## src/rtl/alu_seq.sv

```systemverilog
// Sequential ALU: single-cycle arithmetic/logic ops, and multi-cycle shifts (plus popcount) behind a valid/ready handshake.
// Define ALU_SEQ_POPCNT_EN to build the bit-serial popcount; otherwise opcode 1001 is a NOP.
module alu_seq #(
    parameter int WIDTH = 8,
    parameter int CNT_W = $clog2(WIDTH + 1)
) (
    input  logic             clk,
    input  logic             reset,
    input  logic             in_valid,
    output logic             in_ready,
    input  logic [3:0]       op,
    input  logic [WIDTH-1:0] acc_in,
    input  logic [WIDTH-1:0] reg_in,
    output logic             out_valid,
    input  logic             out_ready,
    output logic [WIDTH-1:0] out,
    output logic             z,
    output logic             c,
    output logic             n,
    output logic             v
);
    typedef enum logic [1:0] {IDLE, BUSY, DONE} state_t;

    localparam logic [3:0] OP_ADD = 4'b0010;
    localparam logic [3:0] OP_SUB = 4'b0011;
    localparam logic [3:0] OP_SHL = 4'b0100;
    localparam logic [3:0] OP_SHR = 4'b0101;
    localparam logic [3:0] OP_AND = 4'b0110;
    localparam logic [3:0] OP_OR  = 4'b0111;
    localparam logic [3:0] OP_XOR = 4'b1000;
    localparam logic [3:0] OP_CMP = 4'b1010;
`ifdef ALU_SEQ_POPCNT_EN
    localparam logic [3:0] OP_POPCNT = 4'b1001;
`endif

    state_t           state_reg, state_next;
    logic [3:0]       op_reg, op_next;
    logic [WIDTH-1:0] opnd_reg, opnd_next;
    logic [WIDTH-1:0] out_reg, out_next;
    logic [CNT_W-1:0] cnt_reg, cnt_next;
    logic             z_reg, z_next, c_reg, c_next, n_reg, n_next, v_reg, v_next;
    logic             zn_upd;
    logic [WIDTH:0]   sum, diff;
    logic [WIDTH-1:0] shifted;
`ifdef ALU_SEQ_POPCNT_EN
    logic [CNT_W-1:0] pop_reg, pop_next, pop_sum;
    assign pop_sum = pop_reg + CNT_W'(opnd_reg[0]);
`endif

    assign sum     = {1'b0, acc_in} + {1'b0, reg_in};
    assign diff    = {1'b0, acc_in} - {1'b0, reg_in};
    assign shifted = (op_reg == OP_SHL) ? (opnd_reg << 1) : (opnd_reg >> 1);

    assign in_ready  = (state_reg == IDLE) && !reset;
    assign out_valid = (state_reg == DONE);
    assign out       = out_reg;
    assign z         = z_reg;
    assign c         = c_reg;
    assign n         = n_reg;
    assign v         = v_reg;

    always_comb begin
        state_next = state_reg;
        op_next    = op_reg;
        opnd_next  = opnd_reg;
        out_next   = out_reg;
        cnt_next   = cnt_reg;
        z_next     = z_reg;
        c_next     = c_reg;
        n_next     = n_reg;
        v_next     = v_reg;
        zn_upd     = 1'b0;
`ifdef ALU_SEQ_POPCNT_EN
        pop_next   = pop_reg;
`endif
        case (state_reg)
            IDLE: begin
                if (in_valid) begin
                    op_next    = op;
                    state_next = DONE;
                    case (op)
                        OP_ADD: begin
                            out_next = sum[WIDTH-1:0];
                            c_next   = sum[WIDTH];
                            v_next   = (acc_in[WIDTH-1] == reg_in[WIDTH-1]) &&
                                       (sum[WIDTH-1] != acc_in[WIDTH-1]);
                            zn_upd   = 1'b1;
                        end
                        OP_SUB: begin
                            out_next = diff[WIDTH-1:0];
                            c_next   = diff[WIDTH];
                            v_next   = (acc_in[WIDTH-1] != reg_in[WIDTH-1]) &&
                                       (diff[WIDTH-1] != acc_in[WIDTH-1]);
                            zn_upd   = 1'b1;
                        end
                        OP_SHL, OP_SHR: begin
                            // A zero shift amount completes immediately with the operand unchanged
                            if (reg_in == '0) begin
                                out_next = acc_in;
                                zn_upd   = 1'b1;
                            end else begin
                                opnd_next  = acc_in;
                                cnt_next   = (reg_in >= WIDTH'(WIDTH)) ? CNT_W'(WIDTH)
                                                                       : reg_in[CNT_W-1:0];
                                state_next = BUSY;
                            end
                        end
                        OP_AND: begin out_next = acc_in & reg_in; zn_upd = 1'b1; end
                        OP_OR:  begin out_next = acc_in | reg_in; zn_upd = 1'b1; end
                        OP_XOR: begin out_next = acc_in ^ reg_in; zn_upd = 1'b1; end
`ifdef ALU_SEQ_POPCNT_EN
                        OP_POPCNT: begin
                            opnd_next  = reg_in;
                            cnt_next   = CNT_W'(WIDTH);
                            pop_next   = '0;
                            state_next = BUSY;
                        end
`endif
                        OP_CMP: begin
                            out_next = '0;
                            z_next   = (acc_in == reg_in);
                            n_next   = (acc_in < reg_in);
                        end
                        default: out_next = '0;
                    endcase
                end
            end
            BUSY: begin
                cnt_next = cnt_reg - 1'b1;
`ifdef ALU_SEQ_POPCNT_EN
                if (op_reg == OP_POPCNT) begin
                    pop_next  = pop_sum;
                    opnd_next = opnd_reg >> 1;
                    if (cnt_reg == CNT_W'(1)) begin
                        out_next   = WIDTH'(pop_sum);
                        zn_upd     = 1'b1;
                        state_next = DONE;
                    end
                end else
`endif
                begin
                    opnd_next = shifted;
                    if (cnt_reg == CNT_W'(1)) begin
                        out_next   = shifted;
                        zn_upd     = 1'b1;
                        state_next = DONE;
                    end
                end
            end
            DONE: begin
                if (out_ready) state_next = IDLE;
            end
            default: state_next = IDLE;
        endcase
        if (zn_upd) begin
            z_next = (out_next == '0);
            n_next = out_next[WIDTH-1];
        end
    end

    always_ff @(posedge clk) begin
        if (reset) begin
            state_reg <= IDLE;
            op_reg    <= '0;
            opnd_reg  <= '0;
            out_reg   <= '0;
            cnt_reg   <= '0;
            z_reg     <= 1'b0;
            c_reg     <= 1'b0;
            n_reg     <= 1'b0;
            v_reg     <= 1'b0;
`ifdef ALU_SEQ_POPCNT_EN
            pop_reg   <= '0;
`endif
        end else begin
            state_reg <= state_next;
            op_reg    <= op_next;
            opnd_reg  <= opnd_next;
            out_reg   <= out_next;
            cnt_reg   <= cnt_next;
            z_reg     <= z_next;
            c_reg     <= c_next;
            n_reg     <= n_next;
            v_reg     <= v_next;
`ifdef ALU_SEQ_POPCNT_EN
            pop_reg   <= pop_next;
`endif
        end
    end
endmodule

```

## config.mk

```make
export PLATFORM = sky130hd
export DESIGN_NAME = alu_seq
export DESIGN_NICKNAME = d
export VERILOG_FILES = /design/src/rtl/alu_seq.sv
export SDC_FILE = /design/constraint.sdc
export NUM_CORES = 1
export LEC_CHECK = 0
export CORE_ASPECT_RATIO = 1.5
export CORE_MARGIN = 8
export CORE_UTILIZATION = 45
export DETAILED_ROUTE_END_ITERATION = 10
export HOLD_SLACK_MARGIN = 0.03
export PLACE_DENSITY = 0.68
export REMOVE_ABC_BUFFERS = 1
export SETUP_SLACK_MARGIN = 0.5
export SLEW_MARGIN = 30
export SYNTH_ARGS = -nofsm -noshare
export SYNTH_HDL_FRONTEND = slang
export SYNTH_SLANG_ARGS = --single-unit
```

## constraint.sdc

```tcl
create_clock -name clk -period 3.2 [get_ports clk]
set_input_delay 0.48 -clock clk [delete_from_list [all_inputs] [get_ports clk]]
set_output_delay 0.48 -clock clk [all_outputs]
set_load 0.05 [all_outputs]
```

==> results.json <==
{
  "start_util_pct": 46.1,
  "setup_violations": 0,
  "dp.cells": 526,
  "antenna_found_initial": 0,
  "synthesis.area_um2": 2970,
  "synth_top_area_share_pct": 20.2,
  "synth_warnings": 0,
  "grt_pass1_vias": 3198,
  "cts_root_buf": "clkbuf_8",
  "slew_headroom_pct": 35.9,
  "synthTopCellsByCount": "a21oi_1 (47), nor2_1 (41), nand2_1 (35), dfxtp_1 (30), ha_1 (27)",
  "synth_cell_types": 68,
  "syn_avg_cell_area_um2": 7.33,
  "place.gp.congestion": 0.986,
  "holdPathEnd": "op_reg[2]",
  "worstPathCellList": "dlygate4sd2_1 > ha_1 > fa_2 > mux2i_1 > xnor2_1 > a222oi_1 > o21ai_1 > nand2_1 > nand4_1 > or3_1 > o21ai_1",
  "insertion_delay_ns": 0.29,
  "vdd_drop_max_mv": 0.146,
  "diodes": 0,
  "outcome": "completed",
  "cts_made_buffers": 5,
  "antenna_left": 0,
  "final-seq-area_um2": 601,
  "hold_class": "flip-flop to flip-flop",
  "post-place-ws_ns": -0.0672,
  "drive_gt1_share_pct": 20.9,
  "hpwl_mm": 7.82,
  "core_area_um2": 6440,
  "finalSetupTns_ns": 0,
  "first_pass_iters": 5,
  "ctsHtreeMaxLevel": 2,
  "end_kind": "flip-flop",
  "synth_top_cell_by_area": "dfxtp_1",
  "track_usage_pct": 21.3,
  "drt_wl_total_mm": 10.2,
  "crit_top_cell": "o21ai_1",
  "port_buffers": 37,
  "whs_ns": 0.464,
  "hold_start": "op_reg[2]",
  "crit_arrival_ns": 2.91,
  "power_density_nw_per_um2": 300,
  "path_clk_slew_ns": 0.07,
  "r2r_cells": 8,
  "startpoint_type": "primary input",
  "io_pins": 38,
  "rsz0062_at_grt": "true",
  "path_max_fanout": 5,
  "synthToLayoutAreaGrowth_pct": 32.2,
  "fp.dieW_um": 82.3,
  "fmax_mhz": 373,
  "synth_most_common_cell": "a21oi_1",
  "period_minus_slack_ns": 2.68,
  "yosysSeqAreaShare_pct": 20.2,
  "whs_path_depth": 2,
  "cts.sink_count": 30,
  "worst_pin_slew_ns": 0.960,
  "synth_edf_count": 0,
  "synthCells": 405,
  "viasPerCell": 6.01,
  "finalClockSkew_ns": 0.00430,
  "setup_slack_ns": 0.516,
  "cp.required_ns": 3.42,
  "synth.area.top_cells": "dfxtp_1 (20%), ha_1 (11%), a21oi_1 (7.9%)",
  "reg2reg_slack_ns": 0.78,
  "grt_max_degree": 32,
  "nets": 516,
  "drtIter0Drc": 234,
  "cpLargestDelayFamily": "adder cells",
  "finalHoldViolCount": 0,
  "async_flop_share_pct": 0,
  "fin_crit_sh_pct": 83.9,
  "p_leak_nw": 1.45,
  "yosys_most_used_dff": "dfxtp_1",
  "die_h_um": 116,
  "maxCapViolCount": 0,
  "r2r_end": "z",
  "crit_type": "primary input to flip-flop",
  "drc_errors": 0,
  "cts_buffer_depth": 2,
  "path_buf_inv": 1,
  "wire_per_inst_um": 18.8,
  "finalNonFillerCells": 540,
  "regToRegStartpoint": "cnt_reg[0]",
  "slew_viol_final": 0,
  "cts_tree": "yes",
  "num_rows": 36,
  "multi_input_area_um2": 2370,
  "grt-ovfl-total": 0,
  "final_core_util_pct": 61.0,
  "fillers": 600,
  "cp_slowest_cell": "or3_1",
  "grt_pass1_wl_mm": 15.9,
  "dieArea_um2": 9510,
  "ys_ff_latch": 30,
  "vias": 3244,
  "max_stage_delay_ns": 0.42
}
==> worst max-delay path by stage <==
stage          startpoint         end  slack (ns)  depth (start not counted)
6_report        reg_in[0]           z        0.52                         11
5_1_grt         reg_in[7]           z        0.47                         11
4_1_cts         reg_in[1]  cnt_reg[3]        0.50                         10
3_5_place_dp    acc_in[0]           z       -0.07                         12
3_3_place_gp    acc_in[0]           z       -0.09                         12
2_1_floorplan   op_reg[3]           z        0.59                          7
==> cell families after synthesis <==
family / after synthesis / share of synthesized area, %
multiplexers: 10 / 3.37
adder cells (fa/ha/maj): 29 / 12.7
buffers and inverters: 47 / 6.61
flip-flops: 30 / 20.2
AO/OA/AOI/OAI: 122 / 26.7
XOR/XNOR: 7 / 2.06
AND/OR/NAND/NOR: 160 / 28.3
==> power by group <==
group | switching (W) | internal [W] | total, W
logic | 0.000255 | 0.000196 | 0.000451
clock network | 0.000152 | 0.000173 | 0.000325
registers | 0.0000144 | 0.000389 | 0.000403
total | 0.000421 | 0.000758 | 0.00118
==> worst min-delay path: cells and delay by family, from the launching register on <==
| kind | cells | cell delay (ns) |
|---|---|---|
| flip-flops | 1 | 0.31 |
| AO/OA/AOI/OAI | 1 | 0.06 |
| AND/OR/NAND/NOR | 1 | 0.05 |
==> cell usage in the layout (no fill, tap or decap), drive strengths merged, types with 12 or more instances in the layout <==
cell / n
a21oi: 48
nand3: 12
nor2: 44
nor3: 17
o21ai: 20
inv: 23
ha: 27
clkdlybuf4s50: 29
a211oi: 13
dfxtp: 30
nand2: 36
buf: 38
==> final cells by class <==
type	instances	area share [%]
flip-flops and latches	30	15.3
well taps	76	2.42
multi-input cells	328	60.4
repair buffers	74	17.1
clock buffers	7	2.20
clock inverters	1	0.127
inverters	24	2.39
==> stage by stage <==
step / power [W] / instance area [um^2]
final: 0.00118 / 3930
after global routing: 0.00123 / 3930
after CTS: 0.00114 / 3740
after detailed placement: 0.000811 / 3590
after global placement: 0.000808 / 3590
after floorplan: 0.000636 / 2860
==> layer usage <==
metal	GRT usage (%)	vias to the layer above	wire [um]
met2	38.0	114	5380
met5	0	-	0
met1	23.8	1531	3910
met4	10.2	0	374
met3	2.48	27	495
li1	-	1572	-
==> repair_timing <==
action / CTS / global route
pin swaps: 2 / 11
cloned: 0 / 0
hold endpoints to repair: 0 / 0
endpoints found under the setup margin: 7 / 6
gates resized for setup: 19 / 33
hold buffers: 0 / 0
setup buffers: 1 / 5
Power figures use the tool's default switching activity.
